File: config.mk
export PLATFORM = sky130hd
export DESIGN_NAME = nor3_stim_seq
export DESIGN_NICKNAME = d
export VERILOG_FILES = /design/src/rtl/nor3_seq_pkg.sv /design/src/rtl/sat_counter.sv /design/src/rtl/nor3_stim_seq.sv
export SDC_FILE = /design/constraint.sdc
export NUM_CORES = 1
export LEC_CHECK = 0
export CORE_ASPECT_RATIO = 1.75
export CORE_MARGIN = 1
export CORE_UTILIZATION = 58
export CTS_CLUSTER_DIAMETER = 40
export DETAILED_ROUTE_END_ITERATION = 16
export PLACE_DENSITY = 0.85
export SKIP_LAST_GASP = 1
export SYNTH_ARGS = -nofsm -noshare
export SYNTH_HDL_FRONTEND = slang
export SYNTH_SLANG_ARGS = --single-unit
File: constraint.sdc
create_clock -name CLK -period 5.2 [get_ports CLK]
set_input_delay 0.78 -clock CLK [delete_from_list [all_inputs] [get_ports CLK]]
set_output_delay 0.78 -clock CLK [all_outputs]
set_load 0.02 [all_outputs]
File: src/rtl/nor3_seq_pkg.sv
// Shared types and helpers for the 3-input NOR stimulus sequencer.
// Vector ordering and expected-output rules live here so all users agree.
package nor3_seq_pkg;

    typedef enum logic [1:0] {
        IDLE   = 2'd0,
        RUN    = 2'd1,
        FINISH = 2'd2
    } state_t;

    localparam int NUM_VEC = 8;

    function automatic logic [2:0] vec_of(input logic [2:0] idx,
                                          input logic       gray);
        return gray ? (idx ^ (idx >> 1)) : idx;
    endfunction

    function automatic logic nor3_exp(input logic [2:0] vec);
        return ~|vec;
    endfunction

endpackage

File: src/rtl/sat_counter.sv
// Saturating up-counter with synchronous clear.
// Sticks at all-ones once reached.
module sat_counter #(
    parameter int CNT_W = 16
) (
    input  logic             clk,
    input  logic             rst,
    input  logic             clr,
    input  logic             inc,
    output logic [CNT_W-1:0] q
);

    logic [CNT_W-1:0] q_q;
    logic [CNT_W-1:0] q_d;

    always_comb begin
        q_d = q_q;
        if (clr)
            q_d = '0;
        else if (inc && (q_q != '1))
            q_d = q_q + 1'b1;
    end

    always_ff @(posedge clk) begin
        if (rst)
            q_q <= '0;
        else
            q_q <= q_d;
    end

    assign q = q_q;

endmodule

File: src/rtl/nor3_stim_seq.sv
// Walks a NOR3 cell through all 8 input vectors, checks QN and
// counts QN activity for power correlation.
module nor3_stim_seq
    import nor3_seq_pkg::*;
#(
    parameter int HOLD_W = 8,
    parameter int LOOP_W = 8,
    parameter int CNT_W  = 16
) (
    input  logic              CLK,
    input  logic              RST,
    input  logic              START,
    input  logic [HOLD_W-1:0] HOLD,
    input  logic [LOOP_W-1:0] LOOPS,
    input  logic              GRAY,
    output logic              IN1,
    output logic              IN2,
    output logic              IN3,
    input  logic              QN_S,
    output logic              BUSY,
    output logic              DONE,
    output logic [CNT_W-1:0]  ERR_CNT,
    output logic [CNT_W-1:0]  TGL_CNT
);

    state_t            state_q, state_d;
    logic [HOLD_W-1:0] h_q, h_d;
    logic [LOOP_W-1:0] l_q, l_d;
    logic              gray_q, gray_d;
    logic [2:0]        idx_q, idx_d;
    logic [HOLD_W-1:0] hold_q, hold_d;
    logic [LOOP_W-1:0] loop_q, loop_d;
    logic              qnp_q, qnp_d;
    logic [2:0]        vec_q, vec_d;

    logic start_ok;
    logic last_hold;
    logic last_idx;
    logic last_vec;
    logic err_inc;
    logic tgl_inc;

    assign start_ok  = (state_q == IDLE) && START;
    assign last_hold = (hold_q == h_q - 1'b1);
    assign last_idx  = (idx_q == 3'(NUM_VEC - 1));
    assign last_vec  = last_idx && (loop_q == l_q - 1'b1);

    always_ff @(posedge CLK) begin
        if (RST)
            state_q <= IDLE;
        else
            state_q <= state_d;
    end

    always_comb begin
        state_d = state_q;
        unique case (state_q)
            IDLE:    if (START) state_d = RUN;
            RUN:     if (last_hold && last_vec) state_d = FINISH;
            FINISH:  state_d = IDLE;
            default: state_d = IDLE;
        endcase
    end

    always_comb begin
        BUSY = (state_q == RUN);
        DONE = (state_q == FINISH);
    end

    always_comb begin
        h_d    = h_q;
        l_d    = l_q;
        gray_d = gray_q;
        idx_d  = idx_q;
        hold_d = hold_q;
        loop_d = loop_q;
        qnp_d  = qnp_q;
        if (start_ok) begin
            h_d    = (HOLD == '0) ? HOLD_W'(1) : HOLD;
            l_d    = (LOOPS == '0) ? LOOP_W'(1) : LOOPS;
            gray_d = GRAY;
            idx_d  = '0;
            hold_d = '0;
            loop_d = '0;
            qnp_d  = QN_S;
        end else if (state_q == RUN) begin
            qnp_d = QN_S;
            if (last_hold) begin
                hold_d = '0;
                idx_d  = idx_q + 1'b1;
                if (last_idx)
                    loop_d = loop_q + 1'b1;
            end else begin
                hold_d = hold_q + 1'b1;
            end
        end
    end

    // Drive is registered from next-state so the vector appears with BUSY.
    always_comb begin
        vec_d = 3'b000;
        if (state_d == RUN)
            vec_d = vec_of(idx_d, gray_d);
    end

    always_ff @(posedge CLK) begin
        if (RST) begin
            h_q    <= '0;
            l_q    <= '0;
            gray_q <= 1'b0;
            idx_q  <= '0;
            hold_q <= '0;
            loop_q <= '0;
            qnp_q  <= 1'b0;
            vec_q  <= '0;
        end else begin
            h_q    <= h_d;
            l_q    <= l_d;
            gray_q <= gray_d;
            idx_q  <= idx_d;
            hold_q <= hold_d;
            loop_q <= loop_d;
            qnp_q  <= qnp_d;
            vec_q  <= vec_d;
        end
    end

    assign IN1 = vec_q[0];
    assign IN2 = vec_q[1];
    assign IN3 = vec_q[2];

    assign err_inc = (state_q == RUN) && last_hold &&
                     (QN_S != nor3_exp(vec_q));
    assign tgl_inc = (state_q == RUN) && (QN_S != qnp_q);

    sat_counter #(.CNT_W(CNT_W)) u_err (
        .clk (CLK),
        .rst (RST),
        .clr (start_ok),
        .inc (err_inc),
        .q   (ERR_CNT)
    );

    sat_counter #(.CNT_W(CNT_W)) u_tgl (
        .clk (CLK),
        .rst (RST),
        .clr (start_ok),
        .inc (tgl_inc),
        .q   (TGL_CNT)
    );

endmodule

==> impl_metrics.py, run 1 <==
metrics = {
    "clock_network": {
        "cts_hold_buf": 0,
        "clockRootBuffer": "clkbuf_8",
        "cts_tree": "done",
        "cts.sinks": 74,
        "post_cts_buffers": 0,
        "clk_latency_ps": 350,
        "cts_max_path_buffers": 2,
        "h-tree-depth": 3,
        "clk_pin_slew_ps": 70,
        "cts.repair.resized": 0,
        "cts_made_buffers": 9,
    },
    "floorplan": {
        "die_height_um": 107,
        "pin_count": 58,
        "start_util": 0.599,
        "die_area_sq_um": 6670,
        "core_area_sq_um": 6130,
        "rows": 38,
        "die-width_um": 62.2,
    },
    "route": {
        "routed_via_density": 5.69,
        "vias": 3290,
        "drc": 0,
        "drtPass1Iterations": 4,
        "wl_per_cell_um": 14.6,
        "drt_iter0_drc": 141,
        "ant_nets": 0,
        "drt-total-wl_um": 8430,
    },
    "placement": {
        "dp_hpwl_um": 6210,
        "port_buffers": 57,
        "place_congestion": 0.814,
    },
    "layout": {
        "area_growth_pct": 21.6,
        "finish.utilization": 0.728,
        "num-fill-cells": 467,
        "drive_above_1_share": 0.0442,
        "diodes": 0,
        "final_nets": 522,
    },
    "status": {
        "status": "finished clean",
    },
    "synthesis": {
        "yosys.area_share.adder": 0.0272,
        "avgSynthCellArea_sq_um": 8.35,
        "synthMuxAreaShare": 0.0136,
        "synth_edf_count": 0,
        "ys_types": 49,
        "synthFlopType": "dfxtp_1",
        "synth_compound_area_frac": 0.102,
        "netlist_instances": 440,
        "synth-seq-cells": 74,
        "async_flop_share": 0,
        "yosys-top-cells-area": "dfxtp_1 40%, xor2_1 7.6%, xnor2_1 6.4%, nor2_1 6.2%, nand2_1 5.9%",
        "ys_seq_area_frac": 0.403,
        "syn_nets": 469,
        "synth_top_area_cell": "dfxtp_1",
        "synth-xor-area-share": 0.141,
        "yosys.area_share.simple": 0.284,
        "syn_area_sq_um": 3670,
        "synth_top_family_by_area": "simple AND/OR/NAND/NOR gates",
        "yosys.area.top_type_share": 0.403,
        "ys.warnings.count": 0,
    },
    "global_route": {
        "grt.total_usage": 0.264,
        "grt_max_degree": 23,
        "grt_pass1_wl_um": 14000,
        "grt_antenna_before_repair": 0,
        "grt_pass1_vias": 3179,
        "overflow": 0,
    },
    "timing": {
        "fin_setup_tns_ps": 0,
        "final_hold_viol_count": 0,
        "rsz0062_at_grt": "no",
        "fmax_ghz": 0.327,
        "worst_slew_pin_slew_ps": 830,
        "fin_crit_ps": 3060,
        "drv_slew": 0,
        "relSlewSlack": 0.445,
        "fin_worst_skew_ps": 7.48,
        "post-route-period-util": 0.588,
        "setup_viol": 0,
    },
    "setup_path": {
        "cpLargestDelayFamily": "simple AND/OR/NAND/NOR gates",
        "crit_arrival_ps": 3290,
        "crit_required_ps": 5440,
        "cp_num_buf_inv": 1,
        "critPathKind": "flop to flop",
        "path_max_fanout": 7,
        "slowest_stage": "or4_4",
        "cp-start-kind": "flop",
        "path_cells": "inv_1 > ha_1 > xnor2_1 > or4_4 > or3_4 > nor3_4 > and3_1 > a31oi_1 > a41o_1",
        "cpPeakStageDelay_ps": 520,
        "endpoint_kind": "flop",
    },
    "power_and_ir_drop": {
        "irDropWorstVdd_uv": 205,
        "p_per_area_nw_per_um2": 250,
        "power_leakage_nw": 1.62,
    },
    "flow_run": {
        "max_cap_violations": 0,
    },
    "worst_hold_path": {
        "hold_path_class": "flop to flop",
    },
}
[state kept, by name (all words and copies together) (netlist names)]
register  flops
qnp_q         1
hold_q        8
l_q           8
gray_q        1
state_q       2
idx_q         3
h_q           8
vec_q         3
loop_q        8
u_tgl.q      16
u_err.q      16
[path summary, 6_finish.rpt]
| check | cells after the start | slack (ps) | endpoint | from |
|---|---|---|---|---|
| worst max register to register | 9 | 2140 | u_err.q[10] | h_q[0] |
| worst min register to register | 2 | 490 | h_q[7] | h_q[7] |
| worst max-delay path | 9 | 2140 | u_err.q[10] | h_q[0] |
| worst min-delay path | 2 | 490 | h_q[7] | h_q[7] |
[report_power, final]
part           switching (mW)  total [mW]  internal (mW)  leakage, nW
logic                  0.0659       0.117         0.0514        0.925
registers              0.0141       0.591          0.577        0.599
clock network           0.199       0.410          0.211       0.0965
[per-stage QoR]
stage                     hold WS, ps  power [mW]  setup slack, ps  instance area, sq um  instances
after floorplan                   445       0.680             2410                  3670        440
after global placement            465       0.715             2250                  4280        562
after detailed placement          472       0.720             2170                  4280        562
after CTS                         483        1.13             2150                  4470        578
after global routing              511        1.16             1930                  4470        578
final                             488        1.12             2140                  4470        578
[kinds of logic after synthesis]
kind of cell	Yosys count
AND/OR/NAND/NOR	210
flip-flops	74
AO/OA/AOI/OAI	59
XOR/XNOR	59
buffers and inverters	25
adder cells (fa/ha/maj)	8
multiplexers	5
[per-layer routing]
metal  routed length (um)  track usage
met1                 3320        0.274
met2                 4570        0.491
met3                  312       0.0424
met4                  224        0.158
met5                    0            0
[area by class of cell]
class	count	area (sq um)	share of cell area
clock inverters	2	10.0	0.00224
repair buffers	59	586	0.131
inverters	8	30.0	0.00672
multi-input cells	341	2090	0.467
clock buffers	14	173	0.0387
flip-flops and latches	74	1480	0.332
well taps	80	100	0.0224
[worst min-delay path, stage by stage (launching register included)]
cell and delay [ps]:
dfxtp_1 330, nand2_1 60, a21oi_1 50
[synthesized netlist by cell type, types with 8 or more instances]
cell type	n
dfxtp_1	74
a21oi_1	26
ha_1	8
nand2_1	58
and3_1	8
inv_1	8
xor2_1	32
nor2_1	61
nand4_1	9
nor3_1	12
nand3_1	23
xnor2_1	27
clkbuf_1	14
[layout by cell type, fill, tap and decap left out, drive strengths merged, types with 2 or more instances in the layout]
cell,synthesis,layout
or3,5,5
nor4,7,7
or4,3,3
clkbuf,14,14
a21oi,26,26
and2,2,2
nand4,9,9
nor2b,2,2
dfxtp,74,74
o21ai,7,7
and3,8,8
ha,8,8
buf,3,2
and4,7,7
a211o,2,2
mux2i,5,5
clkdlybuf4s50,0,57
clkinv,0,2
xnor2,27,27
nand2,58,58
inv,8,8
a211oi,4,4
nand2b,6,6
o21bai,2,2
a21o,2,2
nor2,62,62
nand3b,2,2
a41o,3,3
xor2,32,32
nor3,14,14
nand3,23,23
a31oi,3,3
o31ai,2,2
No activity file was read; power rests on OpenSTA's default activity.
==> inputs of run 2 (changes only) <==
- CORE_UTILIZATION: 58 -> 54
- PLACE_DENSITY: 0.85 -> 0.8
- clock period: 5.2 -> 3.2 ns (I/O delays scaled with it)
==> run 2 against run 1 <==
Sequential power increased by 62%. Via count decreased by 0.73%. First-iteration DRC count increased by 42%. Clock-buffer cell count decreased by 2. Critical path type unchanged. Critical endpoint is now u_err.q[5]. Largest power group unchanged.
==> impl_metrics.py, run 2 (synthesized netlist as in run 1, its figures left out) <==
metrics = {
    "status": {
        "status": "finished clean",
    },
    "flow_run": {
        "max_cap_violations": 0,
    },
    "floorplan": {
        "die_height_um": 111,
        "rows": 39,
        "start_util": 0.562,
        "die_area_sq_um": 7150,
        "core_area_sq_um": 6540,
        "die-width_um": 64.4,
        "pin_count": 58,
    },
    "clock_network": {
        "clk_pin_slew_ps": 50,
        "cts.sinks": 74,
        "cts_tree": "done",
        "h-tree-depth": 3,
        "cts_max_path_buffers": 2,
        "cts_made_buffers": 9,
        "clk_latency_ps": 330,
        "cts_hold_buf": 0,
        "clockRootBuffer": "clkbuf_16",
    },
    "power_and_ir_drop": {
        "fin_total_pwr_mw": 2.07,
        "irDropWorstVdd_uv": 446,
        "power_leakage_nw": 1.70,
        "p_per_area_nw_per_um2": 449,
    },
    "setup_path": {
        "rr_startpoint": "h_q[0]",
        "crit_required_ps": 3390,
        "crit_arrival_ps": 3190,
        "critPathKind": "flop to flop",
        "slowest_stage": "or4_4",
        "crit_path_start": "h_q[0]",
        "path_cells": "inv_1 > ha_1 > xnor2_1 > or4_4 > or3_4 > nor4_4 > and4_1 > xnor2_1 > nor2_1",
        "path_common_cell": "xnor2_1",
        "rr_endpoint": "u_err.q[5]",
        "endpoint_kind": "flop",
        "worstSetupEndpoint": "u_err.q[5]",
        "cpPeakStageDelay_ps": 510,
        "cp-start-kind": "flop",
        "r2r_setup_slack_ps": 200,
        "reg2regPathDepth": 9,
        "path_max_fanout": 7,
    },
    "timing": {
        "fin_crit_ps": 3000,
        "post-route-period-util": 0.937,
        "fin_setup_tns_ps": 0,
        "fmax_ghz": 0.334,
        "worst_slew_pin_slew_ps": 864,
        "final_hold_viol_count": 0,
        "fin_worst_skew_ps": 4.78,
        "relSlewSlack": 0.424,
        "setup_viol": 0,
        "drv_slew": 0,
        "whs_ps": 471,
    },
    "route": {
        "vias": 3266,
        "drtPass1Iterations": 4,
        "wl_per_cell_um": 14.7,
        "drc": 0,
        "drt-total-wl_um": 8610,
        "ant_nets": 0,
        "drt_iter0_drc": 200,
        "routed_via_density": 5.56,
    },
    "global_route": {
        "grt.total_usage": 0.257,
        "grt_max_degree": 23,
        "overflow": 0,
        "grt_pass1_wl_um": 14400,
        "grt_antenna_before_repair": 0,
        "grt_pass1_vias": 3242,
    },
    "placement": {
        "dp_hpwl_um": 6240,
        "placed_area_sq_um": 4320,
        "port_buffers": 57,
        "place_congestion": 0.836,
    },
    "layout": {
        "multiInputGateArea_sq_um": 2090,
        "layout_common_cells": "74 x dfxtp_1, 61 x nor2_1, 58 x nand2_1",
        "layout_commonest_cell": "dfxtp_1",
        "ff_latch_area_sq_um": 1480,
        "area_growth_pct": 25.7,
        "postLayoutCellArea_sq_um": 4620,
        "drive_above_1_share": 0.0614,
        "final_nets": 530,
        "diodes": 0,
        "num-fill-cells": 516,
    },
    "worst_hold_path": {
        "hold_path_class": "flop to flop",
    },
}
[run 2: cell types whose count changed in the layout (fill, tap and decap cells not counted), sizes merged]
cell,change
clkbuf,-2
clkinv,+1
buf,+8
[run 2: worst min path at each step]
stage | startpoint | end | slack [ps] | cells after the start
2_1_floorplan | l_q[6] | l_q[6] | 450 | 2
3_3_place_gp | l_q[7] | l_q[7] | 460 | 2
3_5_place_dp | l_q[7] | l_q[7] | 460 | 2
4_1_cts | l_q[7] | l_q[7] | 470 | 2
5_1_grt | h_q[7] | h_q[7] | 510 | 2
6_report | h_q[7] | h_q[7] | 470 | 2
[run 2: layout make-up]
class                           count  share of cell area
Sequential cell                    74               0.321
Clock inverter                      3             0.00325
Inverter                            8             0.00650
Multi-Input combinational cell    341               0.452
Clock buffer                       12              0.0555
Timing Repair Buffer               67               0.140
Tap cell                           82              0.0222
[run 2: metal layers]
metal  up-vias  GRT usage  wire length (um)
met1      1554      0.272              3570
met3        12     0.0525               304
met2        54      0.467              4580
met5         -          0                 0
li1       1646          -                 -
met4         0      0.120               160
[run 2: power breakdown]
part	switching, mW	internal (mW)
Sequential	0.0217	0.938
Combinational	0.111	0.0890
Clock	0.355	0.558
[run 2: repair_timing]
item | 4_1_cts | 5_1_grt
buffers inserted | 0 | 3
gates resized for setup | 0 | 1
setup endpoints to repair | 0 | 2
[run 2: critical path, delay by kind of cell (launching register included)]
kind          cells  cell delay, ps
xor+xnor          2             240
buf+inv           1             100
flops             1             440
fa+ha+maj         1             310
simple gates      5            1750
[run 2: per-stage QoR]
stage,util,cells,setup slack [ps]
finish,0.706,587,203
global placement,0.661,569,267
detailed placement,0.661,569,176
global route,0.706,587,-0.0109
floorplan,-,440,413
CTS,0.703,584,159
